[config.mk]
export PLATFORM = sky130hd
export DESIGN_NAME = spi_cmd_ctrl
export DESIGN_NICKNAME = d
export VERILOG_FILES = /design/src/rtl/spi_cmd_ctrl.sv
export SDC_FILE = /design/constraint.sdc
export NUM_CORES = 1
export LEC_CHECK = 0
export BUFFER_PORTS_ARGS = -buffer_cell sky130_fd_sc_hd__buf_4
export CAP_MARGIN = 5
export CORE_ASPECT_RATIO = 0.6
export CORE_UTILIZATION = 53
export DETAILED_ROUTE_END_ITERATION = 8
export PLACE_DENSITY_LB_ADDON = 0.08
export SLEW_MARGIN = 20
export SYNTH_ARGS = -nofsm -noshare
export SYNTH_HDL_FRONTEND = slang
export SYNTH_SLANG_ARGS = --single-unit
[constraint.sdc]
create_clock -name i_clk -period 2.05 [get_ports i_clk]
set_clock_uncertainty 0.1 [all_clocks]
set_input_delay 0 -clock i_clk [delete_from_list [all_inputs] [get_ports i_clk]]
set_output_delay 0 -clock i_clk [all_outputs]
set_load 0.005 [all_outputs]
[src/rtl/spi_cmd_ctrl.sv]
// spi_cmd_ctrl: decodes cmd/addr bytes of each SPI frame and streams bytes to/from an 8-bit memory port
module spi_cmd_ctrl #(
  parameter int         ADDR_W     = 8,
  parameter logic [7:0] CMD_WRITE  = 8'h53,
  parameter logic [7:0] CMD_READ   = 8'h4C,
  parameter logic [7:0] CMD_STATUS = 8'h3F
) (
  input  logic              i_clk,
  input  logic              i_reset,
  input  logic              i_sel,
  input  logic [7:0]        i_rx_data,
  input  logic              i_rx_valid,
  output logic [7:0]        o_tx_data,
  input  logic              i_tx_load,
  output logic [ADDR_W-1:0] o_mem_addr,
  output logic [7:0]        o_mem_wdata,
  output logic              o_mem_we,
  output logic              o_mem_re,
  input  logic [7:0]        i_mem_rdata,
  output logic              o_busy,
  output logic [7:0]        o_err_cnt
);
  typedef enum logic [2:0] {IDLE, CMD, ADDR, WRITE, READ, STATUS, DISCARD} state_t;
  state_t            r_state;
  logic [7:0]        r_tx_data, r_mem_wdata, r_err_cnt;
  logic [ADDR_W-1:0] r_mem_addr;
  logic              r_mem_we, r_mem_re, r_busy, r_is_read, r_seen_low, r_rd_q, r_queued;
  logic [ADDR_W-1:0] w_rx_addr;
  assign w_rx_addr   = ADDR_W'(i_rx_data);
  assign o_tx_data   = r_tx_data;
  assign o_mem_addr  = r_mem_addr;
  assign o_mem_wdata = r_mem_wdata;
  assign o_mem_we    = r_mem_we;
  assign o_mem_re    = r_mem_re;
  assign o_busy      = r_busy;
  assign o_err_cnt   = r_err_cnt;
  // r_seen_low blocks the tail of a frame interrupted by reset until sel has been low
  always_ff @(posedge i_clk or posedge i_reset) begin
    if (i_reset) begin
      r_state     <= IDLE;
      r_tx_data   <= 8'h00;
      r_mem_addr  <= '0;
      r_mem_wdata <= 8'h00;
      r_mem_we    <= 1'b0;
      r_mem_re    <= 1'b0;
      r_busy      <= 1'b0;
      r_err_cnt   <= 8'h00;
      r_is_read   <= 1'b0;
      r_seen_low  <= 1'b0;
      r_rd_q      <= 1'b0;
      r_queued    <= 1'b0;
    end else begin
      r_mem_we <= 1'b0;
      r_mem_re <= 1'b0;
      r_rd_q   <= r_mem_re;
      if (!i_sel) r_seen_low <= 1'b1;
      if (r_mem_we) r_mem_addr <= r_mem_addr + ADDR_W'(1);
      case (r_state)
        IDLE: if (i_sel && r_seen_low) begin
          r_state   <= CMD;
          r_busy    <= 1'b1;
          r_tx_data <= 8'hFF;
        end
        CMD: if (i_rx_valid) begin
          if (i_rx_data == CMD_WRITE || i_rx_data == CMD_READ) begin
            r_state   <= ADDR;
            r_is_read <= i_rx_data == CMD_READ;
          end else if (i_rx_data == CMD_STATUS) begin
            r_state   <= STATUS;
            r_tx_data <= {r_err_cnt[6:0], 1'b1};
          end else begin
            r_state   <= DISCARD;
            r_err_cnt <= r_err_cnt == 8'hFF ? 8'hFF : r_err_cnt + 8'd1;
          end
        end
        ADDR: if (i_rx_valid) begin
          r_mem_addr <= w_rx_addr;
          r_state    <= r_is_read ? READ : WRITE;
          r_mem_re   <= r_is_read;
        end
        WRITE: if (i_rx_valid) begin
          r_mem_wdata <= i_rx_data;
          r_mem_we    <= 1'b1;
        end
        READ: begin
          if (r_rd_q) begin
            r_tx_data  <= i_mem_rdata;
            r_mem_addr <= r_mem_addr + ADDR_W'(1);
          end
          if (r_mem_re) begin
            if (i_tx_load) r_queued <= 1'b1;
          end else if (i_tx_load || r_queued) begin
            r_mem_re <= 1'b1;
            r_queued <= i_tx_load && r_queued;
          end
        end
        STATUS: if (i_tx_load) r_tx_data <= {r_err_cnt[6:0], 1'b1};
        default: ;
      endcase
      // frame end wins over any state transition; a coincident rx byte was still handled above
      if (!i_sel && r_state != IDLE) begin
        r_state  <= IDLE;
        r_busy   <= 1'b0;
        r_mem_re <= 1'b0;
        r_rd_q   <= 1'b0;
        r_queued <= 1'b0;
      end
    end
  end
endmodule

After elaboration in Yosys (flattened, before gate mapping)

Cells that the tools add are included.

Add/subtract/negate cells: 2
Eq/ne operators: 19
Multiplexer cells: 36
Bitwise logic cells: 2
Reduce and logical (&&, ||, !) cells: 21

Operator list:

| kind                  | count |
|---|---|
| $mux W8               | 10 |
| $pmux W8 S4           | 1 |
| $mux W3               | 6 |
| $add A8 B1 Y8 const B | 2 |
| $eq A8 B7 Y1 const B  | 2 |
| $pmux W8 S2           | 1 |
| $mux W1               | 15 |
| $ne A2 B2 Y1 const B  | 6 |
| $ne A3 B3 Y1 const B  | 3 |
| $pmux W3 S3           | 1 |
| $eq A8 B6 Y1 const B  | 1 |
| $eq A8 B8 Y1 const B  | 1 |
| $reduce_and A4 Y1     | 2 |
| $reduce_bool A4 Y1    | 2 |
| $reduce_and A7 Y1     | 1 |
| $eq A3 B2 Y1 const B  | 2 |
| $eq A3 B3 Y1 const B  | 2 |
| $reduce_and A3 Y1     | 2 |
| $reduce_bool A2 Y1    | 3 |
| $reduce_bool A3 Y1    | 2 |
| $reduce_and A2 Y1     | 2 |
| $eq A3 B1 Y1 const B  | 1 |
| $logic_and A1 B1 Y1   | 3 |
| $logic_not A3 Y1      | 1 |
| 6 further kinds       | 8 |

Register bits: 42

Depth between registers and ports, before layout

Depth in word-level cells: 6
Mapped depth: 8
Mapped depth without buffers: 6

Worst setup path before layout

No wires, ideal clock.

Path type: flip-flop to flip-flop
Start point: register r_state[2]
End point: register r_err_cnt[4] (netlist: o_err_cnt[4])
Setup time: 0.127 ns
Arrival time: 1.466 ns
Required time: 1.823 ns
Setup slack: 0.357 ns
Cell stages (with the launch flop): 6
Buffers on the path: 1
Cells stage by stage: dfrtp_1 > buf_2 > nand2b_1 > a211oi_4 > nand4_1 > mux2_1

Cells in the longest elaborated chain, start to end: 2

RTL lines:

| what                               | line | text |
|---|---|---|
| from (decl)                        | 24   | `state_t r_state;` |
| from (signal assigned)             | 78   | `r_state <= r_is_read ? READ : WRITE;` |
| $eq A3 B1 Y1                       | 58   | `case (r_state)` |
| $reduce_and A4 Y1 (no source line) | n/a  |  |
| to (signal assigned)               | 73   | `r_err_cnt <= r_err_cnt == 8'hFF ? 8'hFF : r_err_cnt + 8'd1;` |
| to (decl)                          | 25   | `logic [7:0] r_tx_data, r_mem_wdata, r_err_cnt;` |

No other way between the ends.
A chain may end at the register's enable or synchronous reset.

Final worst setup path

Start point: input i_rx_data[0]
End point: register r_err_cnt[7] (netlist: o_err_cnt[7])

Cells in the longest elaborated chain, start to end: 4
Elaborated cells on any way between the ends: 7

RTL lines:

| what                                   | line | text |
|---|---|---|
| from (decl)                            | 11   | `input logic [7:0] i_rx_data,` |
| $eq A8 B7 Y1                           | 65   | `if (i_rx_data == CMD_WRITE \|\| i_rx_data == CMD_READ) begin` |
| $logic_or A1 B1 Y1                     | 65   |  |
| $not A1 Y1 (no source line)            | n/a  |  |
| $reduce_and A4 Y1 (no source line) (*) | n/a  |  |

Every way passes the cells marked *; elsewhere a longest branch is shown, timed or not.

==> results.rst <==
.. list-table::
   :header-rows: 1

   * - Metric
     - Value
   * - Critical path endpoint category
     - flop
   * - Metal1 wirelength
     - around 2900 µm
   * - Buffers and inverters on the worst path
     - 2
   * - Highest metal layer used by the detailed router
     - met4
   * - Leading cell types by total area after synthesis
     - sky130_fd_sc_hd__dfrtp_1 46%, sky130_fd_sc_hd__nand2_1 5.8%, sky130_fd_sc_hd__a21oi_1 4.0%
   * - Number of levels the H-tree was split into
     - 2
   * - Cells along the critical path
     - dlygate4sd3_1 -> buf_4 -> or3_1 -> o22ai_2 -> a21oi_1 -> nand4_1 -> mux2_2
   * - Warnings from Yosys
     - 0
   * - Maximum capacitance violations
     - 0
   * - Number of antenna violations at the first check in global routing
     - 0
   * - Top-level port count
     - 56
   * - CTS tree
     - done
   * - Tot GR Track Use
     - 0.278
   * - Setup CP Type
     - primary input to flop
   * - Int Power
     - roughly 2.3 mW
   * - Post-synthesis cell type with the largest combined area
     - sky130_fd_sc_hd__dfrtp_1
   * - Total of endpoints with negative setup slack in the final report
     - 0
   * - Maximum resistive drop on vdd
     - 0.790 mV
   * - Dominant register cell in the synthesized netlist
     - sky130_fd_sc_hd__dfrtp_1
   * - Adder-cell share of the synthesized area
     - 0.0110
   * - Crit path max-delay family
     - buffers and inverters
   * - Area of the placeable core
     - 0.00412 mm²
   * - Mean cell area of the mapped netlist
     - approximately 9.4 µm²
   * - Max Clk Rate
     - 516 MHz
   * - Sum of negative setup slack
     - 0 ps
   * - Number of flops mapped to enable cells by yosys
     - 0
   * - Post-DP HPWL
     - around 4100 µm
   * - Count of vias placed by the detailed router
     - 2178
   * - Async set-reset flop share out of synthesis
     - 1.00
   * - X dimension of the die
     - 86.6 µm
   * - Number of max-slew violations in the final report
     - 0
   * - DRC marker count from the first detailed-route iteration
     - approximately 140
   * - Arrival time of data at the critical path endpoint
     - roughly 2000 ps
   * - Average wire per standard cell
     - 15.6 µm
   * - Largest net degree at the start of global routing
     - 43
   * - Power density over cell area
     - 1240 mW/mm²
   * - Multiplexer fraction of the synthesized cell area
     - 0.0622
   * - Clock Power Share
     - 0.148
   * - Final min period
     - 1940 ps
   * - Most frequent cells in the layout
     - 60 x sky130_fd_sc_hd__buf_4, 40 x sky130_fd_sc_hd__dfrtp_1, 35 x sky130_fd_sc_hd__nand2_1
   * - Routed length on met3
     - ~450 µm
   * - Proportion of total power due to net switching
     - 0.387
   * - Total leakage power
     - 1.38 nW
   * - Clock net sink count
     - 42
   * - Main combinational cell family by area after synthesis
     - simple AND/OR/NAND/NOR gates
   * - Starting density of the core
     - 0.552
   * - Simple-Gate Fraction of Synth Area
     - 0.218
   * - Clock transition at the register clock pins on the worst setup and hold paths after CTS
     - roughly 80 ps
   * - Residual DRC count
     - 0
   * - Startpoint type of the worst setup path
     - primary input
   * - CP Max Fanout
     - 5
   * - CTS buffer count
     - 5
   * - Logic gate share of total power
     - 0.445
   * - Synthesized cell area
     - 0.00227 mm²
   * - Yosys cell types
     - 49
   * - Post-CTS setup buffer count
     - 0
   * - Post-DR vias/cell
     - 5.72
   * - Worst-margin pin slew
     - 534 ps
   * - Unrepaired setup endpoints after global routing
     - false
   * - Pre-Repair DR Iteration Count
     - 4
   * - Result of the run
     - finished, final reports clean
   * - Wire length of the first global-routing pass
     - 9250 µm
   * - Final Net Count
     - 343
   * - Most common library cell in the layout ignoring fill and taps
     - sky130_fd_sc_hd__buf_4
   * - Slowest stage cell, crit path
     - sky130_fd_sc_hd__dlygate4sd3_1
   * - Number of port buffers
     - 55
   * - Final hold viol count
     - 0
   * - Final hold slack
     - around 44 ps
   * - ANT cells
     - 0
   * - Clk Tree Root Cell
     - sky130_fd_sc_hd__clkbuf_8
   * - Number of standard cells after synthesis
     - 243
   * - Number of filler cells placed in the layout
     - 296
   * - Signed area change from the synthesized netlist to the final layout
     - 34.2%
   * - Die area
     - 0.00457 mm²
   * - Clock latency on the worst-skew pair
     - 300 ps
   * - Net switching power
     - 1.46 mW
   * - Sequential share of power
     - 0.406
   * - Post-synthesis xor/xnor area fraction
     - 0.0193
   * - Largest buffer count on any clock path
     - 2
   * - Sequential area share after synthesis
     - 0.462
   * - Post-Synthesis Net Count
     - 266
   * - WL final
     - approximately 6000 µm
   * - Antenna violation net count after detailed routing
     - 0
   * - Synthesized-area fraction occupied by ao, oa, aoi and oai cells
     - 0.197
   * - Area share of the leading cell type in the synthesized netlist
     - 0.462
   * - Worst min-delay path class
     - primary input to flop
   * - WP data required
     - about 2100 ps
   * - Final cycle utilization of the critical path
     - 0.945
   * - Synthesized flop and latch total
     - 42
   * - Worst slew slack as a fraction of its limit
     - 0.644
   * - Cell row count
     - 18
   * - Share of final-layout standard cells stronger than drive strength 1
     - 0.262
   * - Detail Route met2 WL
     - around 2500 µm
   * - Die Ht
     - 52.7 µm
   * - Leftover overflow at the end of global routing
     - 0
   * - Final weighted congestion in routability-driven placement
     - slightly below 0.9
   * - Via count of the first global-routing pass
     - 1836
   * - Crit path largest cell delay
     - 550 ps
==> per-layer routing <==
metal  track usage  up-vias
met5             0        -
met3        0.0535       12
li1              -     1034
met2         0.386       92
met4        0.0833        0
met1         0.432     1040
==> state kept, by name, indices dropped and copies added (netlist names) <==
name and cells:
o_busy 1, o_tx_data 8, o_mem_re 1, r_state 3, o_err_cnt 8, o_mem_we 1
o_mem_wdata 8, o_mem_addr 8, r_is_read 1, r_queued 1, r_rd_q 1, r_seen_low 1
==> tightest hold or removal path, cell delays in order <==
cell                      delay (ps)
sky130_fd_sc_hd__buf_4            80
sky130_fd_sc_hd__nor3b_1          40
sky130_fd_sc_hd__a21oi_1         110
sky130_fd_sc_hd__nor2_1           60
sky130_fd_sc_hd__o21ai_1         120
==> final timing paths <==
kind	start	end	slack [ps]	depth (start not counted)
worst max-delay path	i_rx_data[0]	o_err_cnt[7]	110	7
worst min-delay path	i_mem_rdata[7]	o_tx_data[7]	40	5
worst max register to register	r_state[1]	o_err_cnt[4]	180	5
worst min register to register	o_tx_data[1]	o_tx_data[1]	390	2
max in group asynchronous	i_reset	r_state[2]	1150	4
min in group asynchronous	i_reset	o_mem_addr[0]	300	4
==> final cells by class <==
type / instances / area (µm²) / share of cell area
clock buffers: 7 / 86.3 / 0.0283
clock inverters: 1 / 5.00 / 0.00164
multi-input cells: 184 / 1160 / 0.381
well taps: 60 / 75.1 / 0.0246
flip-flops and latches: 42 / 1050 / 0.345
inverters: 8 / 30.0 / 0.00984
repair buffers: 79 / 641 / 0.210
==> kinds of logic after synthesis <==
logic type	Yosys count
AO/OA/AOI/OAI	65
XOR/XNOR	5
adder cells (fa/ha/maj)	2
buffers and inverters	17
flip-flops	42
multiplexers	13
AND/OR/NAND/NOR	99
==> stage by stage <==
stage	power [mW]	worst slack, ps	instance area (µm²)	util	cells
final	3.78	113	3050	0.741	381
after global routing	4.06	44.0	3050	0.741	381
after CTS	3.75	101	3040	0.738	381
after detailed placement	3.16	125	2760	0.670	354
after global placement	3.10	207	2760	0.670	354
after floorplan	2.43	357	2270	-	243
==> timing repair <==
action,4_1_cts,5_1_grt
endpoints found under the setup margin,0,12
gates resized for setup,0,3
endpoints found under the hold margin,74,0
hold buffers,19,0
==> synth_stat cells (all sizes together), types with 2 or more instances <==
cell type	number
nand4	5
a21o	2
o211ai	2
nor3b	3
a31oi	2
and3	8
buf	6
xor2	2
ha	2
or3	2
nand2b	5
nor3	4
inv	8
nand3	12
nand3b	3
a41oi	2
mux2i	4
nand2	35
o31ai	2
xnor2	3
a32o	2
a21oi	18
a211oi	2
nor2	15
mux2	9
clkbuf	3
o221ai	2
nor2b	3
o21ai	17
o22ai	7
dfrtp	42
==> power by group through the flow <==
stage | sequential [mW] | combinational [mW] | clock (mW)
after floorplan | 1.44 | 0.991 | 0
after global placement | 1.52 | 1.58 | 0
after detailed placement | 1.54 | 1.62 | 0
after CTS | 1.53 | 1.66 | 0.567
after global routing | 1.59 | 1.86 | 0.602
final | 1.54 | 1.68 | 0.561
Note: power is estimated with default switching activity, not from simulation.
